`config.mk`:
```
export PLATFORM = sky130hd
export DESIGN_NAME = membrane_state_controller
export DESIGN_NICKNAME = d
export VERILOG_FILES = /design/src/rtl/membrane_state_controller.sv
export SDC_FILE = /design/constraint.sdc
export NUM_CORES = 1
export LEC_CHECK = 0
export CORE_UTILIZATION = 46
export DETAILED_ROUTE_END_ITERATION = 7
export GPL_TIMING_DRIVEN = 0
export PLACE_DENSITY = 0.78
export SYNTH_ARGS = -nofsm -noshare
export SYNTH_HDL_FRONTEND = slang
export SYNTH_SLANG_ARGS = --single-unit
```
`constraint.sdc`:
```
create_clock -name clk -period 3.8 [get_ports clk]
set_input_delay 0.76 -clock clk [delete_from_list [all_inputs] [get_ports clk]]
set_output_delay 0.76 -clock clk [all_outputs]
set_load 0.02 [all_outputs]
```
`src/rtl/membrane_state_controller.sv`:
```
// Membrane-potential state holder for one LIF neuron: integrate with shift leak and
// saturation, reset-on-spike, programmable refractory period and a threshold register.
module membrane_state_controller #(
  parameter int n_stage     = 2,
  parameter int REFRAC_BITS = 3
) (
  input  logic                          clk,
  input  logic                          rst_n,
  input  logic                          ena,
  input  logic [n_stage+1:0]            syn_in,
  input  logic [1:0]                    leak_shift,
  input  logic [n_stage+1:0]            thr_in,
  input  logic                          load_thr,
  input  logic [REFRAC_BITS-1:0]        refrac_len,
  input  logic                          is_spike,
  output logic [n_stage+1:0]            u,
  output logic [n_stage+1:0]            minus_teta,
  output logic                          spike_out,
  output logic                          refractory
);

  localparam int W = n_stage + 2;

  typedef enum logic {
    INTEG  = 1'b0,
    REFRAC = 1'b1
  } state_t;

  state_t                 r_state;
  logic [W-1:0]           r_u;
  logic [W-1:0]           r_minusTeta;
  logic [REFRAC_BITS-1:0] r_cnt;
  logic                   r_spikeOut;
  logic                   r_refractory;

  logic [W-1:0]           w_leak;
  logic [W-1:0]           w_diff;
  logic [W:0]             w_sum;
  logic [W-1:0]           w_uNext;
  logic [W-1:0]           w_negThr;
  logic [W-1:0]           w_thrReset;

  // Leak never exceeds u, so the subtraction is safe; only the add needs a carry bit.
  always_comb begin
    w_leak     = (leak_shift == 2'd0) ? '0 : (r_u >> leak_shift);
    w_diff     = r_u - w_leak;
    w_sum      = {1'b0, w_diff} + {1'b0, syn_in};
    w_uNext    = w_sum[W] ? {W{1'b1}} : w_sum[W-1:0];
    w_negThr   = ~thr_in + {{(W-1){1'b0}}, 1'b1};
    w_thrReset = {1'b1, {(W-1){1'b0}}};
  end

  // The threshold is kept only in its negated form, which is what the comparator consumes;
  // the reset threshold 2^(W-1) is its own two's complement.
  always_ff @(posedge clk or negedge rst_n) begin
    if (!rst_n) begin
      r_state      <= INTEG;
      r_u          <= '0;
      r_minusTeta  <= w_thrReset;
      r_cnt        <= '0;
      r_spikeOut   <= 1'b0;
      r_refractory <= 1'b0;
    end else begin
      r_spikeOut <= 1'b0;
      if (load_thr) begin
        r_minusTeta <= w_negThr;
      end
      if (ena) begin
        case (r_state)
          INTEG: begin
            if (is_spike) begin
              r_u        <= '0;
              r_spikeOut <= 1'b1;
              if (refrac_len != '0) begin
                r_cnt        <= refrac_len;
                r_state      <= REFRAC;
                r_refractory <= 1'b1;
              end
            end else begin
              r_u <= w_uNext;
            end
          end
          REFRAC: begin
            r_u <= '0;
            if (r_cnt <= {{(REFRAC_BITS-1){1'b0}}, 1'b1}) begin
              r_cnt        <= '0;
              r_state      <= INTEG;
              r_refractory <= 1'b0;
            end else begin
              r_cnt <= r_cnt - {{(REFRAC_BITS-1){1'b0}}, 1'b1};
            end
          end
          default: begin
            r_state      <= INTEG;
            r_cnt        <= '0;
            r_refractory <= 1'b0;
          end
        endcase
      end
    end
  end

  assign u          = r_u;
  assign minus_teta = r_minusTeta;
  assign spike_out  = r_spikeOut;
  assign refractory = r_refractory;

endmodule

```
* After elaboration in Yosys (flattened, before gate mapping) *
Cells that the tools add are included.

word-level totals
  bits of input ports = 18
  bits in registers = 14
  output and inout bits = 10
  ROM bits = 0
  memory bits (writable) = 0
  memories kept = 0
  latch bits = 0

cells by class
  multiply operators = 0
  div/mod/pow operators = 0
  order comparisons = 1
  equality and inequality tests = 3
  bitwise logic cells = 2
  mux-type cells = 19
  reduce and logical (&&, ||, !) cells = 4
  $add $sub $neg = 4
  shifts and indexed selects = 1

operator list
  cell                                                                   number
  4-bit 2-to-1 mux                                                       3
  1-bit 2-to-1 mux                                                       9
  3-bit 2-to-1 mux                                                       3
  4-bit case mux with 2 select lines                                     1
  3-bit case mux with 2 select lines                                     1
  4-bit by 4-bit adder with 5-bit output                                 1
  4-bit by 1-bit adder with 4-bit output, second input constant          1
  2-bit != test, second input constant                                   2
  4-bit inverter                                                         1
  1-bit case mux with 2 select lines                                     2
  4-bit AND reduction                                                    1
  4-bit by 2-bit right shift with 4-bit output                           1
  4-bit subtractor                                                       1
  3-bit by 1-bit <= comparator with 1-bit output, second input constant  1
  3-bit AND reduction                                                    1
  3-bit nonzero test                                                     1
  3-bit by 1-bit subtractor with 3-bit output, second input constant     1
  2-bit logical NOT                                                      1
  2-bit by 1-bit != test with 1-bit output, second input constant        1
  1-bit inverter                                                         1

* Logic depth before layout (Yosys ltp) *
  word-level depth = 7
  gate-level depth with buffers = 11
  depth with buffers taken out = 11

* Least setup slack after synthesis *
Ideal clock, no wire load.

  kind = in2reg
  start = input leak_shift[0]
  end = register r_u[0], in the netlist u[0]
  stages = 10
  arrival time = 2.993 ns
  path buffers = 0
  path slack = 0.681 ns
  cells stage by stage = mux2_2 > a22o_1 > ha_1 > fa_1 > inv_1 > fa_1 > a21o_1 > a21oi_1 > nor2b_1 > a221o_1

between the ends
  cells in the longest elaborated chain, start to end = 7

ends and longest elaborated chain
  what                                                                                      RTL line  text
  from (decl)                                                                               11        input logic [1:0] leak_shift,
  4-bit by 2-bit right shift with 4-bit output / 2-bit logical NOT (equally long branches)  45        w_leak = (leak_shift == 2'd0) ? '0 : (r_u >> leak_shift);
  4-bit 2-to-1 mux *                                                                        45
  4-bit subtractor *                                                                        46        w_diff = r_u - w_leak;
  4-bit by 4-bit adder with 5-bit output *                                                  47        w_sum = {1'b0, w_diff} + {1'b0, syn_in};
  4-bit 2-to-1 mux *                                                                        48        w_uNext = w_sum[W] ? {W{1'b1}} : w_sum[W-1:0];
  4-bit 2-to-1 mux *                                                                        71        if (is_spike) begin
  4-bit case mux with 2 select lines *                                                      69        case (r_state)
  to (signal assigned)                                                                      80        r_u <= w_uNext;
  to (decl)                                                                                 30        logic [W-1:0] r_u;

Mark *: on every way between the ends. The rest lies on a longest branch, timed or not.
A chain may end at the register's enable or synchronous reset.

* Final worst setup path *
  start = input leak_shift[0]
  end = register r_u[2], in the netlist u[2]

The elaborated chain is that of the path after synthesis.

==> results.cfg <==
[critical_path]
critical_path.most_common_cell = fa_1
crit_type = primary input to register
cp_num_buf_inv = 2
cp_data_arrival_time_ns = 3.71
cpPeakStageDelay_ns = 0.49
cpMaxStageDelayCell = clkdlybuf4s50_1
cp-start-kind = primary input
crit_family = adder cells
crit_chain = clkdlybuf4s50_1 -> mux2_2 -> a22o_1 -> ha_1 -> fa_1 -> inv_1 -> fa_1 -> a21o_1 -> a21oi_1 -> nor2b_1 -> a221o_1
cp-end-kind = register
required_ns = 3.97
path_max_fanout = 3

[floorplan]
die_area_mm2 = 0.00229
die_h_um = 47.9
die_w_um = 47.9
start_util = 0.493
core_area_mm2 = 0.00196
rows = 16
io_pins = 28

[yosys]
ys_async_sr_fraction = 1.00
synth_area_leaders = dfrtp_1 34%, ha_1 13%, mux2_2 7.0%
synth_top_area_frac = 0.336
synth_most_common_cell = inv_1
synth_area_um2 = 967
yosysTopAreaCell = dfrtp_1
ys_ff_latch = 14
synth_cell_types = 30
synth_commonest_cells = 14 x inv_1, 13 x dfrtp_1, 10 x ha_1
synth_warnings = 0
syn_area_per_cell_um2 = 10.6
syn-num-nets = 121
synthCells = 91
ys_seq_area_frac = 0.364
synth-edff-count = 0
synth-main-ff-cell = dfrtp_1

[layout]
stdcell_area_mm2 = 0.00131
num_antenna_cells = 0
fin_nets = 153
final_cell_count_no_fill = 149
drive_above_1_share = 0.123
syn2layout_area_growth_pct = 35.2

[power]
p_leak_uw = 0.000610
power-per-cell-area_mw_per_mm2 = 663
ir_drop_uv = 394

[clock_network]
clk_pin_slew_ns = 0.08
clock_path_buffers = 2
cts_tree = built
root_buffer = clkbuf_4
h-tree-depth = 1
cts_sinks = 14
post_cts_resized = 0
ctsHoldBuffers = 0
clk_latency_ns = 0.29
cts_buffers = 3
post_cts_buffers = 0

[global_route]
antenna_found_initial = 0
grt_use_total = 0.184
grt_overflow = 0
grt_pass1_wl_mm = 2.80
grt_pass1_vias = 668
grt_max_degree = 15

[placement]
place_hpwl_mm = 1.53
placed_cell_area_mm2 = 0.00127
place_congestion = 0.769
pre_cts_ws_ns = -0.0197
place_inst = 145
io_buffer_count = 27

[route]
first_iter_violations = 9
drc = 0
wl_per_cell_um = 13.5
vias = 782
wl_mm = 2.01
viasPerCell = 5.25
route.antenna.remaining_nets = 0
drt_first_pass_iters = 4

[timing]
setup_tns_ns = 0
rsz0062_at_grt = no
clock_skew_ns = 0.00537
fmax_mhz = 283
period_minus_slack_ns = 3.54
holdWs_ns = 0.508
fin_ws_ns = 0.263
setup_violations = 0
period_share = 0.931
slew_headroom = 0.586
final_max_slew_viol_count = 0
timing_worst_slew_pin_value_ns = 0.619
finalHoldViolCount = 0

[status]
status = complete, no violations

[min_path]
holdCritPathClass = register to register

[job]
maxCapViolations = 0
[final timing paths]
path	startpoint	to	slack [ns]	depth (start not counted)
max in group asynchronous	rst_n	u[2]$_DFFE_PN0P_	2.54	1
worst max register to register	u[3]$_DFFE_PN0P_	u[2]$_DFFE_PN0P_	0.83	10
min in group asynchronous	rst_n	r_cnt[1]$_DFFE_PN0P_	0.85	1
worst min register to register	minus_teta[2]$_DFFE_PN0P_	minus_teta[2]$_DFFE_PN0P_	0.51	1
worst min-delay path	minus_teta[2]$_DFFE_PN0P_	minus_teta[2]$_DFFE_PN0P_	0.51	1
worst max-delay path	leak_shift[0]	u[2]$_DFFE_PN0P_	0.26	11
[registers in the layout, summed over array words and instances (netlist names)]
name and count:
minus_teta 4, u 4, r_cnt 3, r_state 1
refractory 1, spike_out 1
[layout by cell type (no fill, tap or decap), types with 2 or more instances in the layout]
| cell type | Yosys | final |
|---|---|---|
| clkdlybuf4s50_1 | 0 | 27 |
| a221o_1 | 4 | 4 |
| fa_1 | 2 | 2 |
| dfrtp_1 | 13 | 13 |
| clkbuf_4 | 0 | 3 |
| a22o_1 | 2 | 2 |
| xor2_1 | 2 | 2 |
| mux2_2 | 6 | 6 |
| nor2b_1 | 3 | 3 |
| a21o_1 | 4 | 4 |
| nor2_1 | 2 | 2 |
| inv_1 | 14 | 14 |
| xnor2_1 | 3 | 3 |
| o22ai_1 | 2 | 2 |
| o21ai_0 | 2 | 2 |
| nor3_1 | 2 | 2 |
| nand2_1 | 2 | 2 |
| ha_1 | 10 | 10 |
| a21oi_1 | 5 | 5 |
[per-layer routing]
metal,up-vias,wire (um),global-route usage,share of wire
li1,391,-,-,-
met1,360,915,0.222,0.46
met2,26,966,0.308,0.48
met3,5,104,0.0566,0.052
met4,0,21,0.0667,0.010
met5,-,0,0,0
[power breakdown]
| part | leakage (uW) | internal, uW | switching, uW |
|---|---|---|---|
| Sequential | 0.000173 | 198 | 46.1 |
| Combinational | 0.000416 | 250 | 264 |
| Clock | 0.0000210 | 58.4 | 49.5 |
[worst register-to-register path: stages (launching register included)]
cell and delay, ns:
dfrtp_1 0.45, mux2_2 0.29, a22o_1 0.20, ha_1 0.21, fa_1 0.48, inv_1 0.07
fa_1 0.45, a21o_1 0.18, a21oi_1 0.16, nor2b_1 0.10, a221o_1 0.27
[final cells by class]
| cell class | instances | area, um^2 |
|---|---|---|
| inverters | 14 | 52.6 |
| flip-flops and latches | 14 | 352 |
| fillers | 165 | 654 |
| plain buffers | 1 | 5.00 |
| well taps | 27 | 33.8 |
| multi-input cells | 62 | 558 |
| repair buffers | 27 | 270 |
| clock buffers | 4 | 36.3 |
[stage by stage]
| stage | utilization | power (uW) |
|---|---|---|
| after floorplan | - | 593 |
| after global placement | 0.648 | 732 |
| after detailed placement | 0.648 | 753 |
| after CTS | 0.666 | 869 |
| after global routing | 0.666 | 932 |
| final | 0.666 | 867 |
[kinds of logic after synthesis]
group           count (synthesis)  share of synthesized area
flops                          14                      0.364
xor+xnor                        5                     0.0453
buf+inv                        15                     0.0595
compound gates                 26                      0.210
fa+ha+maj                      12                      0.171
mux                             6                     0.0699
simple gates                   13                     0.0815
Note: power is estimated with default switching activity, not from simulation.
